File: src/rtl/chromakey_compositor.sv
// Chroma-key compositor: majority-filters the key flag, swaps keyed pixels for game pixels, counts ROI foreground.
// Latency: 2 cycles from input sample to de_out/rgb_out/x_out/y_out; fg_count/fg_valid 1 cycle after frame_start.
// Backpressure: none; the stream advances every cycle and blanking simply flows through as invalid entries.
//
// Ports:
//   clk, reset_n                     pixel clock, asynchronous active-low reset
//   de_in, cam_rgb, bg_pixel_in,     input pixel stream: qualifier, RGB565 camera pixel,
//   game_rgb, x_in, y_in             raw key flag, game-scene pixel, pixel coordinates
//   key_en                           1 = composite, 0 = camera pass-through
//   frame_start                      one-cycle frame boundary pulse
//   de_out, rgb_out, x_out, y_out    composited output stream
//   fg_count, fg_valid               ROI foreground count of the last frame and its update strobe
module chromakey_compositor #(
   parameter int ROI_X0 = 0,
   parameter int ROI_X1 = 639,
   parameter int ROI_Y0 = 0,
   parameter int ROI_Y1 = 479,
   parameter int CNT_W  = 19
) (
   input  logic             clk,
   input  logic             reset_n,
   input  logic             de_in,
   input  logic [15:0]      cam_rgb,
   input  logic             bg_pixel_in,
   input  logic [15:0]      game_rgb,
   input  logic [9:0]       x_in,
   input  logic [9:0]       y_in,
   input  logic             key_en,
   input  logic             frame_start,
   output logic             de_out,
   output logic [15:0]      rgb_out,
   output logic [9:0]       x_out,
   output logic [9:0]       y_out,
   output logic [CNT_W-1:0] fg_count,
   output logic             fg_valid
);

   localparam logic [CNT_W-1:0] CNT_MAX = {CNT_W{1'b1}};

   // S0 = newest (right neighbour), S1 = center, S2 = left neighbour.
   // Only the valid/key fields of the left entry are ever consumed.
   logic        s0_vld, s1_vld, s2_vld;
   logic        s0_key, s1_key, s2_key;
   logic [15:0] s0_cam, s1_cam;
   logic [15:0] s0_game, s1_game;
   logic [9:0]  s0_x, s1_x;
   logic [9:0]  s0_y, s1_y;

   logic [CNT_W-1:0] acc;

   always_ff @(posedge clk or negedge reset_n) begin
      if (!reset_n) begin
         s0_vld  <= 1'b0;
         s1_vld  <= 1'b0;
         s2_vld  <= 1'b0;
         s0_key  <= 1'b0;
         s1_key  <= 1'b0;
         s2_key  <= 1'b0;
         s0_cam  <= '0;
         s1_cam  <= '0;
         s0_game <= '0;
         s1_game <= '0;
         s0_x    <= '0;
         s1_x    <= '0;
         s0_y    <= '0;
         s1_y    <= '0;
      end else begin
         s0_vld  <= de_in;
         s0_key  <= bg_pixel_in;
         s0_cam  <= cam_rgb;
         s0_game <= game_rgb;
         s0_x    <= x_in;
         s0_y    <= y_in;
         s1_vld  <= s0_vld;
         s1_key  <= s0_key;
         s1_cam  <= s0_cam;
         s1_game <= s0_game;
         s1_x    <= s0_x;
         s1_y    <= s0_y;
         s2_vld  <= s1_vld;
         s2_key  <= s1_key;
      end
   end

   // A missing neighbour (line edge / blanking) mirrors the center, so an
   // edge pixel keeps its raw key while an interior isolated pixel flips.
   logic lft_key, rgt_key, keyed;
   always_comb begin
      lft_key = s2_vld ? s2_key : s1_key;
      rgt_key = s0_vld ? s0_key : s1_key;
      keyed   = (lft_key & s1_key) | (s1_key & rgt_key) | (lft_key & rgt_key);
   end

   // Coordinates widened to signed int so ROI bounds of 0 compare cleanly.
   int  px, py;
   logic in_roi, fg_inc;
   always_comb begin
      px     = {22'd0, s1_x};
      py     = {22'd0, s1_y};
      in_roi = (px >= ROI_X0) && (px <= ROI_X1) && (py >= ROI_Y0) && (py <= ROI_Y1);
      fg_inc = s1_vld && !keyed && in_roi;
   end

   // Accumulator value including this cycle's increment, saturating.
   logic [CNT_W-1:0] acc_upd;
   always_comb begin
      acc_upd = acc;
      if (fg_inc && (acc != CNT_MAX)) acc_upd = acc + CNT_W'(1);
   end

   always_ff @(posedge clk or negedge reset_n) begin
      if (!reset_n) begin
         de_out  <= 1'b0;
         rgb_out <= '0;
         x_out   <= '0;
         y_out   <= '0;
      end else begin
         de_out  <= s1_vld;
         x_out   <= s1_x;
         y_out   <= s1_y;
         if (!s1_vld)
            rgb_out <= 16'h0000;
         else if (key_en && keyed)
            rgb_out <= s1_game;
         else
            rgb_out <= s1_cam;
      end
   end

   // The increment coinciding with frame_start belongs to the closing frame;
   // the next cycle's increment starts the new frame at 1.
   always_ff @(posedge clk or negedge reset_n) begin
      if (!reset_n) begin
         acc      <= '0;
         fg_count <= '0;
         fg_valid <= 1'b0;
      end else begin
         fg_valid <= frame_start;
         if (frame_start) begin
            fg_count <= acc_upd;
            acc      <= '0;
         end else begin
            acc      <= acc_upd;
         end
      end
   end

endmodule

File: config.mk
export PLATFORM = sky130hd
export DESIGN_NAME = chromakey_compositor
export DESIGN_NICKNAME = d
export VERILOG_FILES = /design/src/rtl/chromakey_compositor.sv
export SDC_FILE = /design/constraint.sdc
export NUM_CORES = 1
export LEC_CHECK = 0
export CAP_MARGIN = 20
export CORE_MARGIN = 2
export CORE_UTILIZATION = 45
export DETAILED_ROUTE_END_ITERATION = 8
export GPL_TIMING_DRIVEN = 1
export PLACE_DENSITY = 0.71
export SKIP_LAST_GASP = 1
export SYNTH_ARGS = -nofsm -noshare
export SYNTH_HDL_FRONTEND = slang
export SYNTH_SLANG_ARGS = --single-unit
File: constraint.sdc
create_clock -name clk -period 2.7 [get_ports clk]
set_clock_uncertainty 0.2 [all_clocks]
set_input_delay 0.27 -clock clk [delete_from_list [all_inputs] [get_ports clk]]
set_output_delay 0.27 -clock clk [all_outputs]
set_load 0.01 [all_outputs]
* Word level (Yosys, flattened, before mapping) *
Index checks and enable logic that the tools add are counted.

operators by class
  add/subtract/negate cells = 1
  magnitude comparators = 2
  equal/unequal tests = 1
  muxes and demuxes = 6
  bitwise logic cells = 5
  reductions and logical operators = 6

operators with widths
  operator                                                          count
  2-to-1 mux 19 bit                                                 2
  2-to-1 mux 16 bit                                                 2
  adder 19 x 1 -> 19 bit (second input constant)                    1
  != test 19 bit (second input constant)                            1
  less-or-equal comparator 10 bit (second input constant)           1
  less-or-equal comparator 10 x 9 -> 1 bit (second input constant)  1
  logical AND 1 bit                                                 5
  bitwise AND 1 bit                                                 3
  2-to-1 mux 1 bit                                                  2
  OR 1 bit                                                          2
  zero test 1 bit                                                   1

storage, ports and cells
  register bits after elaboration = 185
  input bits = 58
  output and inout port bits = 57
  logic and storage cells = 41

* Logic depth before layout (Yosys ltp) *
Gate-level depths: netlist (run 1).

  depth in word-level cells = 10
  depth in mapped cells = 9
  gate-level depth less buffers = 6

* Worst setup path before layout (run 1) *
OpenSTA, ideal clock, no wires.

  path type = reg-to-reg
  start point = register, netlist name de_out
  end point = register acc[11]
  setup time = 78 ps
  arrival time = 1824 ps
  required time = 2422 ps
  path slack = 597 ps
  cell stages (with the launch flop) = 7
  buffers on the path = 1
  period minus slack after synthesis = 2103 ps
  cells stage by stage = dfrtp_1 > a31oi_1 > nor3_4 > or2_1 > buf_2 > or4_1 > a21oi_1

RTL lines
  what                  line  text
  to (signal assigned)  143   acc <= acc_upd;
  to (decl)             49    logic [CNT_W-1:0] acc;

* Final worst setup path (run 1) *
  start point = register acc[0]
  end point = register acc[7]

on the way
  word-level cells in the longest chain between the ends = 4
  elaborated cells between the ends (all ways) = 5
  those cells by class = add/sub (1); eq/ne (1); mux (2); reduce/logical (1)

ends and longest elaborated chain
  what                                                                            line  text
  parallel branches: the longest is 2 deep, another holds adder 19 x 1 -> 19 bit  -
  2-to-1 mux 19 bit *                                                             108   if (fg_inc && (acc != CNT_MAX)) acc_upd = acc + CNT_W'(1);
  2-to-1 mux 19 bit *                                                             139   if (frame_start) begin

Mark *: on every way between the ends.
A chain may end at the register's enable or synchronous reset.

==> results.md, run 1 <==
* Initial antenna violation count at 0
* Largest family of logic cells by synthesized area: simple AND/OR/NAND/NOR gates
* Post-route ant nets at 0
* Max Fclk at 0.406 GHz
* Iteration-0 DRC Markers at 280
* Hpwl dp at 7.05 mm
* Vias in the first global route at 3,674
* Routed len/inst at 14.6 um
* RSZ-0062 raised after global routing: no
* Tmin final at 2.46 ns
* IO Port Bufs at 114
* CP required at 2.79 ns
* Total Power at 5.66 mW
* Final WL at 10.7 mm
* Crit-path max cell delay at 0.69 ns
* Largest area contributor in the synthesized netlist: dfrtp_1
* Crit start category: flip-flop
* CP max stage cell: nor3_2
* Cell count after synthesis at 415
* Later-pin clock latency in the skew report at 0.42 ns
* CTS H-Tree Depth at 4
* Final nets at 603
* Die Y at 120 um
* Root Buffer: clkbuf_16
* Compound-gate portion of the synthesized area at 0.0784
* CTS tree: yes
* Total gr overflow at 0
* Leak Pwr at 3.39 nW
* Final setup vio count at 0
* Top-count cell post-synth: dfrtp_1
* Simple-gate share of the synthesized area at 0.121
* Crit Path Class: reg -> reg
* Fraction of layout cells with a size suffix above 1 at 0.0952
* Routed via count at 3,678
* Total core area at 0.0131 mm2
* Rel. slew slack at 0.493
* Mean area per synthesized cell at 14.5 um2
* Synthesized-area fraction occupied by adder cells at 0.00208
* Post-route DRC at 0
* Ys async rst share at 1.00
* YS warnings at 0
* Site Rows at 42
* P&R area growth vs syn at 32.3%
* Hold_ws at 0.0815 ns
* Ant. Diodes at 0
* DIE WIDTH at 120 um
* DR vias/cell at 5.02
* Yosys reg bits at 185
* Max cap viols at 0
* Post-Synth XOR/XNOR Area at 0.00728
* First-pass GRT wire length at 17.8 mm
* Area contributors post-synth: dfrtp_1 77%, nand2_1 2.4%, a21boi_0 2.0%, nand3_1 1.6%, a21oi_1 1.5%
* Worst endpoint data arrival time at 2.55 ns
* Mapped cell area at 0.00601 mm2
* CTS Buffer Depth at 2
* Reg2Reg Setup Slack at 0.24 ns
* Syn_nets at 474
* Clock sink total at 185
* Post-synth top area share at 0.770
* Clk pin slew, worst setup/hold paths at 0.07 ns
* Seq/Total Area, Yosys at 0.770
* Slew Viols, Final at 0
* CP endpoint kind: flip-flop
* Final period util at 0.913
* Fin. Hold Viols at 0
* First drt pass iteration count at 4
* Die area at 0.0143 mm2
* Gpl congestion at 0.831
* Status: completed
* HP Class: in -> reg
* Pin count of the biggest net entering global routing at 77
* Synth cell count leaders: 185 x dfrtp_1, 39 x nand2_1, 24 x nor2_1
* Netlist cell types at 46
* CP Cell Sequence: ha_1, and3_1, nand3_1, nor3_2, or4_1, a21oi_1
* Synth Flop Type: dfrtp_1
* PD cells at 711 mW/mm2
* Setup_tns at 0 ns
* Mux cell area share after synthesis at 0.00187
* All-Layer GR Usage at 0.162
* Fill cell total of the finished layout at 971
* Initial Utilization at 0.458
* Least-Margin Pin Slew at 0.760 ns
* Crit path max fanout at 12
* Number of synthesized flops with an enable pin at 0
* Peak VDD IR at 0.410 mV
* Clock buffer count from CTS at 17
* Io pins at 115
[critical path: cells and delay by family, from the launching register on]
kind	cells	cell delay (ns)
AOI/OAI and AO/OA	1	0.06
adders and majority gates	1	0.22
and+or+nand+nor	4	1.42
DFF	1	0.42
[state kept, by name (all words and copies together) (netlist names), 16 cells and up]
| name | cells |
|---|---|
| acc | 19 |
| s0_cam | 16 |
| fg_count | 19 |
| s1_game | 16 |
| rgb_out | 16 |
| s1_cam | 16 |
| s0_game | 16 |
[cell usage in the layout (no fill, tap or decap), types with 7 or more instances in the layout]
cell / instances
or4_1: 7
nand4_1: 8
a21boi_0: 16
nand3_1: 19
clkbuf_16: 17
buf_4: 12
nor2b_1: 7
clkdlybuf4s50_1: 112
dfrtp_1: 185
o211ai_1: 7
nor2_1: 24
a21oi_1: 18
o31ai_1: 8
nand2_1: 39
a31oi_1: 14
[power by group]
group	internal, mW	switching [mW]	leakage, nW	total [mW]
clock network	1.38	0.986	0.272	2.36
logic	0.189	0.166	0.872	0.355
registers	2.90	0.0444	2.25	2.95
[through the flow]
| stage | setup slack (ns) | instances | area, um2 | utilization |
|---|---|---|---|---|
| floorplan | 0.597 | 415 | 6010 | - |
| global placement | 0.118 | 699 | 7370 | 0.561 |
| detailed placement | -0.0962 | 699 | 7370 | 0.561 |
| CTS | 0.205 | 732 | 7950 | 0.605 |
| global route | 0.122 | 733 | 7960 | 0.606 |
| finish | 0.236 | 733 | 7960 | 0.606 |
[per-layer routing]
metal | GRT usage | vias to the layer above | wire length [um]
li1 | - | 1709 | -
met1 | 0.194 | 1839 | 4330
met2 | 0.268 | 118 | 5520
met3 | 0.0499 | 12 | 640
met4 | 0.0787 | 0 | 185
met5 | 0 | - | 0
[cell families (layout without fill, tap and decap cells)]
logic type / count (synthesis) / count (layout)
flip-flops: 185 / 185
AND/OR/NAND/NOR: 133 / 134
AO/OA/AOI/OAI: 70 / 70
buffers and inverters: 20 / 161
XOR/XNOR: 5 / 5
adder cells (fa/ha/maj): 1 / 1
multiplexers: 1 / 1
[timing repair]
item	CTS	global route
gates resized for setup	1	0
buffers inserted	0	0
hold buffers	1	0
endpoints found under the hold margin	72	0
setup endpoints to repair	11	1
cloned	0	1
pin swaps	0	1
[path summary, 6_finish.rpt]
path	from	end	cells after the start
max in group asynchronous	reset_n	s1_game[10]$_DFF_PN0_	3
hold / removal	y_in[3]	s0_y[3]$_DFF_PN0_	1
hold reg to reg	s0_cam[6]$_DFF_PN0_	s1_cam[6]$_DFF_PN0_	0
min in group asynchronous	reset_n	s1_x[0]$_DFF_PN0_	2
setup reg to reg	acc[0]$_DFF_PN0_	acc[7]$_DFF_PN0_	6
setup / recovery	acc[0]$_DFF_PN0_	acc[7]$_DFF_PN0_	6
[area by class of cell]
| cell class | instances | area (um2) | share of cell area |
|---|---|---|---|
| repair buffers | 128 | 1260 | 0.158 |
| inverters | 1 | 3.75 | 0.000472 |
| flip-flops and latches | 185 | 4630 | 0.582 |
| clock inverters | 9 | 115 | 0.0145 |
| multi-input cells | 211 | 1280 | 0.161 |
| clock buffers | 23 | 448 | 0.0563 |
| well taps | 176 | 220 | 0.0277 |
(Power assumes the default switching activity.)
==> run 2, diff against run 1 <==
- CORE_MARGIN: 2 -> 4
- SETUP_SLACK_MARGIN: default -> 0.05
==> results.md, run 2 (synthesis results as in run 1) <==
* Status: completed
* Setup_tns at 0 ns (unchanged)
* Routed via count at 3,623 (-1.5%)
* Vias in the first global route at 3,813 (+3.8%)
* Largest regs: acc x19, fg_count x19
* Root Buffer: clkbuf_16
* Placed cell areas at 0.00738 mm2 (about the same)
* Clock sink total at 185 (unchanged)
* Commonest cells after routing, fill and taps aside: 185 x dfrtp_1, 112 x clkdlybuf4s50_1, 39 x nand2_1, 24 x nor2_1, 19 x nand3_1
* Peak VDD IR at 0.651 mV (+59%)
* All-Layer GR Usage at 0.159 (-0.00329)
* Clk pin slew, worst setup/hold paths at 0.06 ns (about the same)
* Initial antenna violation count at 0 (unchanged)
* DIE WIDTH at 124 um (+3.3%)
* Crit start category: flip-flop
* P&R area growth vs syn at 33.6%
* Io pins at 115 (unchanged)
* Post-route ant nets at 0 (unchanged)
* Least-Margin Pin Slew at 0.682 ns (-0.0777 ns)
* Placed cell count at 695 (-0.57%)
* Initial Utilization at 0.467 (+0.00930)
* Final setup vio count at 0 (unchanged)
* Post-route DRC at 0 (unchanged)
* Leak Pwr at 3.42 nW (+0.81%)
* Final WL at 11.1 mm (+3.5%)
* Final nets at 604 (+0.17%)
* Crit path max fanout at 19 (+7)
* CTS tree: yes
* Iteration-0 DRC Markers at 282 (+0.71%)
* Fill cell total of the finished layout at 951 (-2.1%)
* Later-pin clock latency in the skew report at 0.42 ns (about the same)
* First drt pass iteration count at 4 (unchanged)
* HP Class: in -> reg
* Tmin final at 2.46 ns (-0.00282 ns)
* Fin util at 0.624 (+0.0179)
* Final WS setup at 0.238 ns (+0.00282 ns)
* Gpl congestion at 0.818 (-1.5%)
* Fraction of layout cells with a size suffix above 1 at 0.101 (+0.00557)
* Ant. Diodes at 0 (unchanged)
* Die area at 0.0153 mm2 (+6.8%)
* Hold_ws at 0.0860 ns (+0.00453 ns)
* PD cells at 732 mW/mm2 (+2.9%)
* Rel. slew slack at 0.543 (+0.0493)
* Clock buffer count from CTS at 17 (unchanged)
* Commonest non-fill, non-tap cell in the layout: dfrtp_1
* RSZ-0062 raised after global routing: no
* Hpwl dp at 7.33 mm (+4.0%)
* CTS H-Tree Depth at 4 (unchanged)
* Worst slack, placed at -0.0952 ns (+0.000950 ns)
* Die Y at 124 um (+3.3%)
* CP required at 2.84 ns (+0.05 ns)
* Total Power at 5.88 mW (+3.9%)
* First-pass GRT wire length at 18.3 mm (+2.7%)
* Site Rows at 41 (-2.4%)
* Total core area at 0.0129 mm2 (-2.0%)
* CP endpoint kind: flip-flop
* IO Port Bufs at 114 (unchanged)
* Worst endpoint data arrival time at 2.60 ns (+0.05 ns)
* Crit Path Class: reg -> reg
* DR vias/cell at 4.98 (-0.82%)
* Design area at 0.00803 mm2 (+0.91%)
* CTS Buffer Depth at 2 (unchanged)
* Slew Viols, Final at 0 (unchanged)
* Max Fclk at 0.406 GHz (+0.11%)
* Routed len/inst at 15.2 um (+4.3%)
* Total gr overflow at 0 (unchanged)
* Pin count of the biggest net entering global routing at 77 (unchanged)
* Final period util at 0.912 (-0.00104)
* Post-Layout Cell Count at 728 (-0.68%)
* Fin. Hold Viols at 0 (unchanged)
* Max cap viols at 0 (unchanged)
## run 2: cell types whose count changed in the layout (fill, tap and decap cells not counted)
cell | before | now
clkinvlp_4 | 1 | 3
inv_6 | 3 | 2
inv_8 | 1 | 2
clkbuf_1 | 6 | 1
buf_4 | 12 | 11
dlygate4sd3_1 | 1 | 2
bufinv_16 | 2 | 4
buf_12 | 1 | 2
buf_6 | 0 | 1
clkinv_4 | 0 | 1
clkinv_2 | 2 | 0
clkbuf_8 | 1 | 0
## run 2: routing by layer
metal,GRT usage,part of all wire,vias to the layer above
met1,0.199,0.42,1780
met5,0,0,-
met3,0.0513,0.056,16
met2,0.247,0.50,112
li1,-,-,1715
met4,0.0817,0.023,0
## run 2: layout make-up
type / instances / area, um2 / area share
sequential: 185 / 4630 / 0.576
multi-input combinational: 211 / 1280 / 0.160
timing repair buffer: 129 / 1280 / 0.159
clock buffer: 18 / 429 / 0.0534
tap: 172 / 215 / 0.0268
clock inverter: 12 / 191 / 0.0238
inverter: 1 / 3.75 / 0.000467
## run 2: worst paths after layout
check	startpoint	to	slack, ns	cells past startpoint
max	s0_key$_DFF_PN0_	acc[7]$_DFF_PN0_	0.24	6
min	game_rgb[12]	s0_game[12]$_DFF_PN0_	0.09	1
max reg2reg	s0_key$_DFF_PN0_	acc[7]$_DFF_PN0_	0.24	6
min reg2reg	s0_cam[5]$_DFF_PN0_	s1_cam[5]$_DFF_PN0_	0.15	0
max in group asynchronous	reset_n	s0_cam[5]$_DFF_PN0_	1.26	3
min in group asynchronous	reset_n	x_out[1]$_DFF_PN0_	0.22	2
## run 2: worst max-delay path: stages (launching register included)
cell and delay [ns]:
dfrtp_1 0.40, and4bb_2 0.33, nor3_4 0.05, or2_1 0.46
buf_4 0.27, or4_1 0.49, a21oi_1 0.18
## run 2: timing repair
action / in CTS / in global routing
endpoints found under the setup margin: 12 / 2
hold buffers: 2 / 0
pin swaps: 0 / 1
setup buffers: 0 / 0
resized for setup: 1 / 0
hold endpoints to repair: 72 / 0
cloned: 0 / 1
## run 2: power breakdown
group / total [mW] / internal (mW) / switching, mW / leakage [nW]
clock network: 2.57 / 1.56 / 1.02 / 0.293
registers: 2.95 / 2.90 / 0.0460 / 2.25
logic: 0.360 / 0.192 / 0.169 / 0.879
total: 5.88 / 4.65 / 1.23 / 3.42
